`src/rtl/expansao_chave_pkg.sv`:
```
// Shared AES-128 key-expansion definitions: round count, FSM encodings, Rcon table.
// Also intended for reuse by the cipher round controller.
package expansao_chave_pkg;

    localparam int unsigned KEY_W              = 128;
    localparam int unsigned WORD_W             = 32;
    localparam int unsigned RODADA_W           = 4;
    localparam int unsigned NUM_RODADAS_AES128 = 10;

    localparam logic [0:0] OCIOSO = 1'b0;
    localparam logic [0:0] EMITE  = 1'b1;

    // Round constant in the most significant byte; index 1..10, zero elsewhere.
    function automatic logic [WORD_W-1:0] rcon(input logic [RODADA_W-1:0] idx);
        logic [7:0] b;
        case (idx)
            4'd1:    b = 8'h01;
            4'd2:    b = 8'h02;
            4'd3:    b = 8'h04;
            4'd4:    b = 8'h08;
            4'd5:    b = 8'h10;
            4'd6:    b = 8'h20;
            4'd7:    b = 8'h40;
            4'd8:    b = 8'h80;
            4'd9:    b = 8'h1b;
            4'd10:   b = 8'h36;
            default: b = 8'h00;
        endcase
        return {b, 24'h000000};
    endfunction

endpackage

```
`src/rtl/substituiBytes.sv`:
```
// AES SubBytes over a 128-bit block: the forward S-box applied to each of 16 bytes.
module substituiBytes
    import expansao_chave_pkg::*;
(
    input  logic [KEY_W-1:0] dado_i,
    output logic [KEY_W-1:0] dado_o
);

    // Byte 0x00 lives in the top 8 bits of the table.
    localparam logic [2047:0] SBOX = {
        128'h637c777bf26b6fc53001672bfed7ab76,
        128'hca82c97dfa5947f0add4a2af9ca472c0,
        128'hb7fd9326363ff7cc34a5e5f171d83115,
        128'h04c723c31896059a071280e2eb27b275,
        128'h09832c1a1b6e5aa0523bd6b329e32f84,
        128'h53d100ed20fcb15b6acbbe394a4c58cf,
        128'hd0efaafb434d338545f9027f503c9fa8,
        128'h51a3408f929d38f5bcb6da2110fff3d2,
        128'hcd0c13ec5f974417c4a77e3d645d1973,
        128'h60814fdc222a908846eeb814de5e0bdb,
        128'he0323a0a4906245cc2d3ac629195e479,
        128'he7c8376d8dd54ea96c56f4ea657aae08,
        128'hba78252e1ca6b4c6e8dd741f4bbd8b8a,
        128'h703eb5664803f60e613557b986c11d9e,
        128'he1f8981169d98e949b1e87e9ce5528df,
        128'h8ca1890dbfe6426841992d0fb054bb16
    };

    function automatic logic [7:0] sbox(input logic [7:0] b);
        return SBOX[{~b, 3'b111} -: 8];
    endfunction

    for (genvar g = 0; g < 16; g++) begin : g_byte
        assign dado_o[8*g +: 8] = sbox(dado_i[8*g +: 8]);
    end

endmodule

```
`src/rtl/expansao_chave.sv`:
```
// AES-128 key expansion: emits round keys 0..NUM_RODADAS one per accepted handshake,
// computing each next key on the fly from the current one.
module expansao_chave
    import expansao_chave_pkg::*;
#(
    parameter int unsigned NUM_RODADAS = NUM_RODADAS_AES128
) (
    input  logic                clock,
    input  logic                reset,
    input  logic                inicio,
    input  logic [KEY_W-1:0]    chave,
    input  logic                aceito,
    output logic [KEY_W-1:0]    chave_rodada,
    output logic [RODADA_W-1:0] rodada,
    output logic                valido,
    output logic                ocupado,
    output logic                fim
);

    logic [0:0]          estado_q, estado_d;
    logic [KEY_W-1:0]    chave_q, chave_d;
    logic [RODADA_W-1:0] rodada_q, rodada_d;
    logic                fim_q, fim_d;

    logic [WORD_W-1:0] w0, w1, w2, w3, rot_w3, temp;
    logic [WORD_W-1:0] n0, n1, n2, n3;
    logic [KEY_W-1:0]  sub_out;
    logic [KEY_W-1:0]  prox_chave;
    logic              unused_sub;

    // Next round key derived from the key currently on the output.
    assign {w0, w1, w2, w3} = chave_q;
    assign rot_w3 = {w3[23:0], w3[31:24]};

    substituiBytes u_sub (
        .dado_i ({96'h0, rot_w3}),
        .dado_o (sub_out)
    );

    assign unused_sub = ^sub_out[KEY_W-1:WORD_W];
    assign temp       = sub_out[WORD_W-1:0] ^ rcon(RODADA_W'(rodada_q + 4'd1));
    assign n0         = w0 ^ temp;
    assign n1         = w1 ^ n0;
    assign n2         = w2 ^ n1;
    assign n3         = w3 ^ n2;
    assign prox_chave = {n0, n1, n2, n3};

    always_ff @(posedge clock or posedge reset) begin
        if (reset) begin
            estado_q <= OCIOSO;
            chave_q  <= '0;
            rodada_q <= '0;
            fim_q    <= 1'b0;
        end else begin
            estado_q <= estado_d;
            chave_q  <= chave_d;
            rodada_q <= rodada_d;
            fim_q    <= fim_d;
        end
    end

    always_comb begin
        estado_d = estado_q;
        chave_d  = chave_q;
        rodada_d = rodada_q;
        fim_d    = 1'b0;
        case (estado_q)
            OCIOSO: begin
                if (inicio) begin
                    chave_d  = chave;
                    rodada_d = '0;
                    estado_d = EMITE;
                end
            end
            EMITE: begin
                if (aceito) begin
                    if (rodada_q == RODADA_W'(NUM_RODADAS)) begin
                        chave_d  = '0;
                        rodada_d = '0;
                        fim_d    = 1'b1;
                        estado_d = OCIOSO;
                    end else begin
                        chave_d  = prox_chave;
                        rodada_d = RODADA_W'(rodada_q + 4'd1);
                    end
                end
            end
            default: begin
                chave_d  = '0;
                rodada_d = '0;
                estado_d = OCIOSO;
            end
        endcase
    end

    assign chave_rodada = chave_q;
    assign rodada       = rodada_q;
    assign valido       = (estado_q == EMITE);
    assign ocupado      = (estado_q != OCIOSO);
    assign fim          = fim_q;

endmodule

```
`config.mk`:
```
export PLATFORM = sky130hd
export DESIGN_NAME = expansao_chave
export DESIGN_NICKNAME = d
export VERILOG_FILES = /design/src/rtl/expansao_chave_pkg.sv /design/src/rtl/substituiBytes.sv /design/src/rtl/expansao_chave.sv
export SDC_FILE = /design/constraint.sdc
export NUM_CORES = 1
export LEC_CHECK = 0
export CAP_MARGIN = 20
export CORE_ASPECT_RATIO = 0.8
export CORE_MARGIN = 1
export CORE_UTILIZATION = 25
export CTS_BUF_LIST = sky130_fd_sc_hd__clkbuf_4
export CTS_CLUSTER_SIZE = 28
export DETAILED_ROUTE_END_ITERATION = 8
export PLACE_DENSITY = 0.42
export SYNTH_ARGS = -nofsm -noshare
export SYNTH_HDL_FRONTEND = slang
export SYNTH_SLANG_ARGS = --single-unit
```
`constraint.sdc`:
```
create_clock -name clock -period 14.09 [get_ports clock]
set_input_delay 2.818 -clock clock [delete_from_list [all_inputs] [get_ports clock]]
set_output_delay 2.818 -clock clock [all_outputs]
set_load 0.01 [all_outputs]
```
==> metrics.txt <==
CP bufs+invs=2; Mapped Area=23600 um2; Slew HR=0.254; Post-Synthesis Net Count=3521; Final setup violation count=0; Seq. cell area=3390 um2; worst hold slack=0.570 ns; CTS tree=built; wire per inst=28.0 um; vias in the first global route=25.9k; CTS max path bufs=2; worst-skew pair later-pin latency=0.69 ns; Hold Buf Count CTS=0; r2r worst-path depth=11; RSZ-0062 raised after global routing=false; max-slew violation count=0; nets@finish=3495; clock slew seen by the registers of the worst setup and hold paths=0.17 ns; IO Port Bufs=266; Routed WL=127 mm; Multi-input gate area=18300 um2; Mean Syn Cell Area=7.11 um2; vias=28.3k; crit path kind=reg -> out; worst min path class=reg -> reg; post-DP HPWL=88.4 mm; starting DRC count in detailed routing=4064; Seq cells post-synth=134; fin worst setup slack=8.24 ns; status=finished clean; Tcrit/Tclk final=0.415; Hold Vio Cnt, Final=0; top cells by area, synth=dfrtp_1 (14%), o21ai_0 (5.0%), a21oi_1 (4.8%); PostCTS Resize Cnt=0; Worst EP arrival=3.03 ns; Worst setup SP type=flop; CTS sink cnt=134; Mapped Cells=3325; Vias/cell=6.22; most common library cell in the layout ignoring fill and taps=nand2_1; Die Span Y=277 um; H-tree Lvls=4; # IOs=267; Netlist cell types=104; TritonCTS Buffers=17; sequential fraction of the synthesis area=0.142; Critical Path, Cell by Cell=buf_4, clkdlybuf4s50_1; commonest non-fill, non-tap cells in the layout=nand2_1 (270), clkdlybuf4s50_1 (265), nor2_1 (244); R2R Setup Slk=8.60 ns; largest net degree at the start of global routing=84; Clock Skews=0.0327 ns; worst r2r src=chave_rodada[16]; die area=95700 um2; initial antenna violation count=8; Detailed Routing Iterations Pass 1=9; MaxCap Viol Count=0; crit-path max FO=72; Post-synth ARST share=1.00; Worst path slowest cell=dfrtp_4; first-pass GRT wire length=187 mm; layout cells sized above 1=0.0697; GP Congestion=0.984; clock root buffer=clkbuf_4; WP data required=11.27 ns; ys flop type=dfrtp_1; sink of the worst hold path=chave_rodada[119]; YS warnings=0; Slew @ Worst Pin=1.11 ns; r2r endpoint=chave_rodada[59]; Tot GR Track Use=0.256; crit end category=primary output; Cell Rows=100; Core ar.=93300 um2; setup TNS=0 ns; top-area cell type share of the netlist area=0.142; Setup Slack @ Placement=8.04 ns; P&R area growth vs syn=14.7%; Max Fclk=171 MHz; slowest stage delay, CP=0.90 ns; post-layout minimum cycle time=5.85 ns; # fillers=10.2k; drc violations=0; Post-synth EDFFs=0; Hold Crit Depth=2; antenna viol nets, final=0; CP top delay family=buffers and inverters; final core utilization=0.290; Hold Crit Start=chave_rodada[119]; Die X=346 um; Initial Util=0.253; largest area contributor in the netlist=dfrtp_1; GRT Residual Overflow=0; # Post-CTS Setup Buffers=0
stage by stage:
stage	instance area, um2	std cells
global route	27100	4537
CTS	27100	4535
detailed placement	26800	4503
floorplan	23600	3325
finish	27100	4539
global placement	26800	4502
metal layers:
metal	track usage	routed length [um]	share of wire	up-vias
li1	-	-	-	12500
met1	0.386	58900	0.46	13700
met2	0.350	50400	0.40	1788
met3	0.0734	14700	0.12	195
met4	0.0570	3060	0.024	10
met5	0	69	0.00054	-
final cells by class:
| class | instances | area share |
|---|---|---|
| inverter | 84 | 0.0120 |
| antenna | 3 | 0.000277 |
| multi-input combinational | 2726 | 0.677 |
| clock inverter | 15 | 0.00697 |
| tap | 1224 | 0.0565 |
| clock buffer | 17 | 0.00471 |
| timing repair buffer | 336 | 0.117 |
| sequential | 134 | 0.125 |
logic make-up after synthesis:
kind of cell / synth area share
compound gates: 0.367
xor+xnor: 0.0566
fa+ha+maj: 0.0342
buf+inv: 0.0837
flops: 0.142
mux: 0.0557
simple gates: 0.261
sequential cells by signal, summed over array words and instances, names as in the netlist:
| name | flops |
|---|---|
| chave_rodada | 128 |
| fim | 1 |
| ocupado | 1 |
| rodada | 4 |
cell usage after synthesis, drive strengths merged, types with 38 or more instances:
cell and count:
xnor2 93, a211oi 40, dfrtp 134, and2 43, clkbuf 212, o211ai 69
nor3 122, o21ai 238, a31oi 65, xor2 38, o311ai 54, nand2 271
inv 77, a21oi 229, mux4 38, nand2b 108, nor2b 78, buf 169
a311oi 46, nor2 245, nand3 127, ha 63
worst register-to-register path, stage by stage, from the launching register on:
cell and delay (ns):
dfrtp_1 0.35, buf_4 0.39, inv_1 0.48, ha_1 0.89, nor2b_1 0.65, o21ai_0 0.37, a21oi_1 0.22, o32ai_1 0.11
o32ai_2 0.59, xor2_1 0.83, o21ai_0 0.20, a221o_1 0.29
worst max-delay path by stage:
| stage | start | endpoint | slack, ns | cells after the start |
|---|---|---|---|---|
| final | chave_rodada[26] | chave_rodada[26] | 8.24 | 2 |
| after global routing | chave_rodada[26] | chave_rodada[26] | 8.07 | 2 |
| after CTS | chave_rodada[26] | chave_rodada[26] | 8.23 | 2 |
| after detailed placement | inicio | chave_rodada[21] | 8.04 | 12 |
| after global placement | inicio | chave_rodada[21] | 8.05 | 12 |
| after floorplan | reset | chave_rodada[0] | 7.69 | 1 |
Power is left out: the tool's default activity adds up to more than one toggle a clock period on the data nets, which glitch-free logic cannot reach.
